## src/rtl/ift_tag_sequencer.sv

```systemverilog
// ift_tag_sequencer
//   Stores a small table of taint-tag vectors (a/b/s tags plus a hold duration)
//   and plays them back into a tracked design. Each entry is held for
//   max(dur,1) cycles. While the table plays, the sequencer counts the cycles in
//   which the tracked design returns a nonzero output tag.
//
//   Optional feature: define IFT_SEQ_LOOP_EN to make playback wrap from the last
//   entry back to entry 0 until stop or rst. Without the macro the table
//   plays once.
//
// Ports
//   clk, rst                 clock, synchronous active-high reset
//   ld_valid / ld_ready      load handshake for one table entry (IDLE only)
//   ld_a_t, ld_b_t, ld_s_t   tags of the entry being loaded
//   ld_dur                   hold duration of the entry being loaded
//   start, stop              begin playback (IDLE) / abort playback (PLAY)
//   a_t, b_t, s_t            tags driven into the tracked design (zero outside PLAY)
//   c_t                      output tag returned by the tracked design
//   busy, done               playback active / one-cycle completion pulse
//   taint_cnt                saturating count of PLAY cycles with c_t != 0
//   entry_idx                index of the entry currently driven
//
// All outputs come from registers, so no input reaches an output
// combinationally.
module ift_tag_sequencer #(
  parameter int DEPTH = 16,
  parameter int TAG_W = 32,
  parameter int DUR_W = 16,
  localparam int IW = (DEPTH > 1) ? $clog2(DEPTH) : 1,
  localparam int CW = IW + 1
) (
  input  logic             clk,
  input  logic             rst,
  input  logic             ld_valid,
  output logic             ld_ready,
  input  logic [TAG_W-1:0] ld_a_t,
  input  logic [TAG_W-1:0] ld_b_t,
  input  logic [TAG_W-1:0] ld_s_t,
  input  logic [DUR_W-1:0] ld_dur,
  input  logic             start,
  input  logic             stop,
  output logic [TAG_W-1:0] a_t,
  output logic [TAG_W-1:0] b_t,
  output logic [TAG_W-1:0] s_t,
  input  logic [TAG_W-1:0] c_t,
  output logic             busy,
  output logic             done,
  output logic [15:0]      taint_cnt,
  output logic [IW-1:0]    entry_idx
);

  typedef enum logic [1:0] {IDLE, PLAY, FIN} state_e;

  state_e           state_q, state_d;
  logic [CW-1:0]    cnt_q, cnt_d;
  logic [IW-1:0]    idx_q, idx_d;
  logic [DUR_W-1:0] hold_q, hold_d;
  logic [15:0]      taint_q, taint_d;
  logic             wr_en;

  logic [TAG_W-1:0] a_mem [DEPTH];
  logic [TAG_W-1:0] b_mem [DEPTH];
  logic [TAG_W-1:0] s_mem [DEPTH];
  logic [DUR_W-1:0] d_mem [DEPTH];

  logic [DUR_W-1:0] eff_dur;
  logic             expire;
  logic             last;

  // hold_q counts elapsed cycles of the current entry; a zero duration is
  // stretched to one cycle so every entry is visible at least once.
  always_comb begin
    eff_dur = (d_mem[idx_q] == '0) ? DUR_W'(1) : d_mem[idx_q];
    expire  = (hold_q == eff_dur - DUR_W'(1));
    last    = ({1'b0, idx_q} == cnt_q - CW'(1));
  end

  always_comb begin
    state_d = state_q;
    cnt_d   = cnt_q;
    idx_d   = idx_q;
    hold_d  = hold_q;
    taint_d = taint_q;
    wr_en   = 1'b0;
    case (state_q)
      IDLE: begin
        if (ld_valid && ld_ready) begin
          wr_en = 1'b1;
          cnt_d = cnt_q + CW'(1);
        end
        // A load in the same cycle counts toward the start decision.
        if (start) begin
          if (cnt_d != '0) begin
            state_d = PLAY;
            idx_d   = '0;
            hold_d  = '0;
            taint_d = '0;
          end else begin
            state_d = FIN;
          end
        end
      end
      PLAY: begin
        if ((c_t != '0) && (taint_q != 16'hFFFF)) begin
          taint_d = taint_q + 16'd1;
        end
        // stop wins over hold expiry
        if (stop) begin
          state_d = FIN;
        end else if (expire) begin
          hold_d = '0;
          if (last) begin
`ifdef IFT_SEQ_LOOP_EN
            idx_d = '0;
`else
            state_d = FIN;
`endif
          end else begin
            idx_d = idx_q + IW'(1);
          end
        end else begin
          hold_d = hold_q + DUR_W'(1);
        end
      end
      FIN: begin
        state_d = IDLE;
      end
      default: begin
        state_d = IDLE;
      end
    endcase
  end

  always_ff @(posedge clk) begin
    if (rst) begin
      state_q <= IDLE;
      cnt_q   <= '0;
      idx_q   <= '0;
      hold_q  <= '0;
      taint_q <= '0;
    end else begin
      state_q <= state_d;
      cnt_q   <= cnt_d;
      idx_q   <= idx_d;
      hold_q  <= hold_d;
      taint_q <= taint_d;
    end
  end

  // Table storage carries no reset; contents are undefined after rst.
  always_ff @(posedge clk) begin
    if (wr_en) begin
      a_mem[cnt_q[IW-1:0]] <= ld_a_t;
      b_mem[cnt_q[IW-1:0]] <= ld_b_t;
      s_mem[cnt_q[IW-1:0]] <= ld_s_t;
      d_mem[cnt_q[IW-1:0]] <= ld_dur;
    end
  end

  always_comb begin
    busy      = (state_q == PLAY);
    done      = (state_q == FIN);
    ld_ready  = (state_q == IDLE) && (cnt_q < CW'(DEPTH));
    a_t       = busy ? a_mem[idx_q] : '0;
    b_t       = busy ? b_mem[idx_q] : '0;
    s_t       = busy ? s_mem[idx_q] : '0;
    taint_cnt = taint_q;
    entry_idx = idx_q;
  end

endmodule
```

## config.mk

```make
export PLATFORM = sky130hd
export DESIGN_NAME = ift_tag_sequencer
export DESIGN_NICKNAME = d
export VERILOG_FILES = /design/src/rtl/ift_tag_sequencer.sv
export SDC_FILE = /design/constraint.sdc
export NUM_CORES = 1
export LEC_CHECK = 0
export BUFFER_PORTS_ARGS = -buffer_cell sky130_fd_sc_hd__buf_2
export CORE_MARGIN = 2
export CORE_UTILIZATION = 40
export DETAILED_ROUTE_END_ITERATION = 16
export PLACE_DENSITY = 0.65
export SLEW_MARGIN = 20
export SYNTH_ARGS = -nofsm -noshare
export SYNTH_HDL_FRONTEND = slang
export SYNTH_SLANG_ARGS = --single-unit
```

## constraint.sdc

```tcl
create_clock -name clk -period 28.9 [get_ports clk]
set_input_delay 5.78 -clock clk [delete_from_list [all_inputs] [get_ports clk]]
set_output_delay 5.78 -clock clk [all_outputs]
set_load 0.03 [all_outputs]
```

==> impl_metrics.csv, run 1 <==
group,metric,value,unit
worst_setup_path,reg2reg_setup_slack,21.46,ns
timing,fmax,86.4,MHz
cts,cts-resized-gates,0,
layout,fin_util,0.463,
timing,finalHoldViolCount,0,
die,core-area,0.176,mm^2
yosys,yosysMostFrequentCell,"edfxtp_1",
cts,htree_levels,4,
worst_setup_path,reg2reg_depth,17,
timing,relSlewSlack,0.293,
grt,groute.usage.overall,0.185,
worst_setup_path,crit_fanout,67,
timing,setup_viol,0,
yosys,synth.distinct_cells,82,
timing,fin_crit,11.57,ns
power,ir_drop,0.0523,mV
timing,finalMaxSlewViolations,0,
worst_setup_path,cp.arrival,5.79,ns
yosys,ys_seq_area_frac,0.770,
cts,cts.clk_slew.worst_paths,0.06,ns
cts,cts.hold.buffers_added,0,
worst_setup_path,start_kind,"flop",
power,leakage,25.2,nW
die,die_height,426,um
min_path,holdCritStartpoint,"taint_cnt[1]$_SDFFE_PP0P_",
drt,drt_iter0_drc,3552,
die,fp-row-count,154,
timing,fin_crit_sh,0.401,
grt,grt_pass1_wl,242000,um
yosys,synth_area_per_cell,23.3,um^2
drt,firstDrtPassIters,7,
yosys,yosys.area.top_type_share,0.757,
die,fp.dieArea,0.181,mm^2
yosys,syn_area,0.0711,mm^2
outcome,outcome,"finished clean",
run,maxCapViolCount,0,
timing,rsz0062_at_grt,"no",
cts,cts_num_sinks,1839,
cts,post_cts_buffers,0,
cts,cts_tree,"built",
min_path,hp-class,"reg -> reg",
placed_design,dpl_cell_area,0.0754,mm^2
placed_design,pre_cts_slack,18.04,ns
timing,worst_pin_slew,1.06,ns
yosys,yosysTopAreaCell,"edfxtp_1",
min_path,min_path_cells,2,
drt,via_per_inst,5.60,
yosys,synthArstFlopShare,0,
layout,stdcell_count,5935,
drt,postRouteAntennaNets,0,
die,io-pin-count,268,
placed_design,dpl.cell_count,5579,
yosys,yosysWarnings,0,
drt,drt-total-wl,168000,um
timing,setup_slack,17.33,ns
layout,layout-drive-gt1-share,0.336,
drt,drc,0,
yosys,ys_ff_latch,1839,
cts,clk_latency,0.84,ns
die,start_util,0.403,
worst_setup_path,crit_type,"reg -> out",
drt,routedWlPerCell,28.2,um
yosys,synth_fp_nets,3216,
timing,setup_tns,0,ns
cts,cts_root_buffer,"clkbuf_16",
worst_setup_path,endpoint_kind,"output port",
grt,grt_overflow_total,0,
min_path,hold_end,"taint_cnt[1]$_SDFFE_PP0P_",
die,die_w,426,um
timing,fin_skew,0.0344,ns
layout,fin_nets,3585,
placed_design,io_buffer_count,267,
cts,clock_path_buffers,3,
yosys,netlist_top_cells_count,"edfxtp_1, mux4_2, and2_1",
grt,grt_max_degree,112,
worst_setup_path,cp.required,23.12,ns
placed_design,hpwl,86600,um
grt,grt_pass1_vias,33910,
yosys,synth_edf_count,1792,
layout,design_area,0.0816,mm^2
yosys,yosys-top-cells-area,"edfxtp_1, mux4_2, dfxtp_1",
grt,antenna_found_initial,46,
yosys,syn_inst,3058,
cts,numCtsBuffers,186,
layout,syn_to_final_growth,14.8,%
drt,num_vias,33216,
power,power.density,69.1,mW/mm^2
worst_setup_path,timing.rr.end,"hold_q[4]$_SDFFE_PP0P_",
placed_design,routabilityCongestion,0.751,
yosys,synth_top_flop_cell,"edfxtp_1",
==> logic make-up after synthesis <==
| family | synth area share |
|---|---|
| xor+xnor | 0.00616 |
| flops | 0.770 |
| compound gates | 0.00787 |
| buf+inv | 0.0105 |
| fa+ha+maj | 0.00158 |
| mux | 0.175 |
| simple gates | 0.0291 |
==> placed cells by master, fill, tap and decap left out, drive strengths merged, types with 10 or more instances in the layout <==
master	instances
nor2	51
edfxtp	1792
xor2	18
dfxtp	47
clkinvlp	10
mux4	545
nand4	17
inv	30
clkinv	82
nor3	33
bufinv	21
nor4	13
mux2i	10
nand2	62
xnor2	32
nand3	26
a21oi	13
buf	333
and3	10
clkbuf	224
and2	103
==> cell type report <==
cell class | instances | area (um^2)
fill | 14424 | 94700
sequential | 1839 | 54800
multi-input combinational | 1047 | 15700
clock buffer | 224 | 4840
tap | 2340 | 2930
timing repair buffer | 333 | 1880
clock inverter | 123 | 1370
inverter | 20 | 85.1
antenna | 9 | 22.5
==> how the worst max path moves through the flow <==
| stage | end | cells after the start |
|---|---|---|
| finish | s_t[14] | 7 |
| global route | s_t[28] | 7 |
| detailed placement | s_t[11] | 7 |
| CTS | s_t[11] | 7 |
| floorplan | a_mem[3][0]$_DFFE_PP_ | 3 |
| global placement | s_t[11] | 7 |
==> metal layers <==
layer / vias to the layer above / wire (um) / global-route usage
met3: 278 / 11000 / 0.0339
met4: 24 / 3250 / 0.0498
met1: 17955 / 69000 / 0.253
met5: - / 155 / 0
met2: 1179 / 84200 / 0.306
li1: 13780 / - / -
==> critical path, cell delays in order, from the launching register on <==
cell	delay [ns]
dfxtp_4	0.81
buf_4	0.83
buf_4	0.89
buf_4	0.90
mux4_2	0.42
mux4_2	0.46
and2_1	0.26
buf_2	0.22
==> through the flow <==
stage	hold slack (ns)	power [mW]
floorplan	0.514	3.17
global placement	0.481	3.27
detailed placement	0.495	3.27
CTS	0.502	5.69
global route	0.523	5.81
finish	0.497	5.64
==> flip-flops by register name (all words and copies together), names as in the netlist, named ones only <==
| name | cells |
|---|---|
| cnt_q | 5 |
| a_mem | 512 |
| taint_cnt | 16 |
| b_mem | 512 |
| d_mem | 256 |
| state_q | 2 |
| s_mem | 512 |
| hold_q | 16 |
| entry_idx | 4 |
==> where the power goes <==
part / internal, mW / leakage (nW) / switching (mW)
sequential: 2.97 / 16.5 / 0.0109
combinational: 0.0717 / 5.67 / 0.159
clock: 1.39 / 2.99 / 1.03
total: 4.44 / 25.2 / 1.20
No activity file was read; power rests on OpenSTA's default activity.
==> inputs of run 2 (changes only) <==
Clock period 28.9 ns to 10.85 ns, I/O delays scaled along.
==> run 2 against run 1 <==
Effect of this change:
- critical path depth shrank 1
- clock skew grew 0.024 ns
- cell count fell by 0.19%
- power rose to 2.6 times the previous value
==> impl_metrics.csv, run 2 (synthesis results as in run 1) <==
group,metric,value,unit
outcome,outcome,"finished clean",
placed_design,io_buffer_count,267,
worst_setup_path,reg2reg_setup_slack,4.24,ns
die,start_util,0.403,
cts,cts_tree,"built",
cts,htree_levels,4,
min_path,hp-class,"reg -> reg",
die,io-pin-count,268,
worst_setup_path,start_kind,"flop",
grt,grt_pass1_vias,33808,
worst_setup_path,cp.required,8.68,ns
cts,cts-resized-gates,0,
die,core-area,0.176,mm^2
drt,via_per_inst,5.58,
timing,fmax,144,MHz
drt,drt-total-wl,166000,um
run,maxCapViolCount,0,
layout,n_fill_cell,14514,
layout,layout-drive-gt1-share,0.331,
timing,setup_viol,0,
timing,setup_tns,0,ns
timing,fin_crit_sh,0.640,
power,p_clk_frac,0.419,
min_path,min_path_cells,2,
drt,routedWlPerCell,28.1,um
placed_design,routabilityCongestion,0.798,
power,p_comb_frac,0.041,
power,p_seq_frac,0.539,
timing,fin_skew,0.0581,ns
worst_setup_path,reg2reg_depth,18,
die,fp-row-count,154,
layout,stdcell_count,5924,
drt,num_vias,33068,
cts,cts.hold.buffers_added,0,
power,switching_share,0.215,
layout,fin_nets,3583,
timing,relSlewSlack,0.256,
layout,final_common_cell,"edfxtp_1",
placed_design,dpl.cell_count,5575,
die,die_height,426,um
timing,rsz0062_at_grt,"no",
timing,worst_pin_slew,1.12,ns
grt,grt_pass1_wl,239000,um
timing,finalHoldViolCount,0,
placed_design,hpwl,85600,um
grt,groute.usage.overall,0.183,
power,ir_drop,0.135,mV
worst_setup_path,timing.rr.end,"hold_q[6]$_SDFFE_PP0P_",
cts,post_cts_buffers,0,
drt,postRouteAntennaNets,0,
min_path,hold_end,"taint_cnt[1]$_SDFFE_PP0P_",
grt,grt_overflow_total,0,
power,p_total,14.7,mW
timing,fin_crit,6.95,ns
cts,clock_path_buffers,3,
cts,cts_num_sinks,1839,
die,die_w,426,um
worst_setup_path,endpoint_kind,"output port",
drt,firstDrtPassIters,7,
cts,cts_root_buffer,"clkbuf_16",
timing,finalMaxSlewViolations,0,
die,fp.dieArea,0.181,mm^2
power,power.density,181,mW/mm^2
power,leakage,25.1,nW
cts,numCtsBuffers,187,
cts,cts.clk_slew.worst_paths,0.06,ns
worst_setup_path,cp.arrival,4.78,ns
drt,drc,0,
min_path,holdCritStartpoint,"taint_cnt[1]$_SDFFE_PP0P_",
worst_setup_path,crit_fanout,57,
power,p_sw,3.17,mW
grt,grt_max_degree,145,
power,internal_power,11.5,mW
layout,syn_to_final_growth,14.5,%
layout,layout_common_cells,"edfxtp_1, mux4_2, buf_2",
grt,antenna_found_initial,50,
worst_setup_path,crit_type,"reg -> out",
drt,drt_iter0_drc,3347,
cts,clk_latency,0.85,ns
## run 2: how the worst max path moves through the flow
stage              from                endpoint  slack, ns  cells past startpoint
2_1_floorplan  ld_valid  a_mem[15][0]$_DFFE_PP_       2.64                      3
3_3_place_gp       flop  hold_q[4]$_SDFFE_PP0P_       4.34                     18
3_5_place_dp       flop  hold_q[4]$_SDFFE_PP0P_       4.26                     18
4_1_cts            flop                 b_t[22]       3.56                      6
5_1_grt            flop                 b_t[22]       3.59                      7
6_report           flop                 s_t[27]       3.90                      6
## run 2: worst max-delay path: stages, from the launching register on
cell,delay (ns)
dfxtp_4,0.87
buf_4,0.86
buf_4,0.81
mux4_2,0.43
mux4_2,0.46
and2_1,0.22
buf_2,0.20
## run 2: cell type report
type / count / area (um^2) / share of cell area
Antenna cell: 10 / 25.0 / 0.000307
Clock inverter: 106 / 1080 / 0.0133
Tap cell: 2340 / 2930 / 0.0360
Sequential cell: 1839 / 54800 / 0.673
Multi-Input combinational cell: 1047 / 15700 / 0.193
Clock buffer: 232 / 4850 / 0.0596
Inverter: 20 / 85.1 / 0.00105
Timing Repair Buffer: 330 / 1920 / 0.0236
## run 2: per-stage QoR
stage               hold slack, ns  instance area, um^2  utilization  worst slack (ns)
floorplan                    0.514                71100            -              2.64
global placement             0.496                75400        0.428              4.34
detailed placement           0.515                75400        0.428              4.26
CTS                          0.524                81300        0.461              3.56
global route                 0.554                81400        0.462              3.59
finish                       0.515                81400        0.462              3.90
## run 2: power by group through the flow
stage	Sequential [mW]	Combinational (mW)	Clock [mW]
3_3_place_gp	8.09	0.613	0
6_report	7.94	0.610	6.17
3_5_place_dp	8.09	0.622	0
2_1_floorplan	8.10	0.329	0
5_1_grt	7.95	0.655	6.58
4_1_cts	7.94	0.623	6.31
## run 2: per-layer routing
layer	part of all wire	global-route usage	vias to the layer above
met5	0.0012	0	-
met4	0.023	0.0524	32
met3	0.060	0.0342	283
met2	0.51	0.310	1125
met1	0.40	0.243	17887
li1	-	-	13741
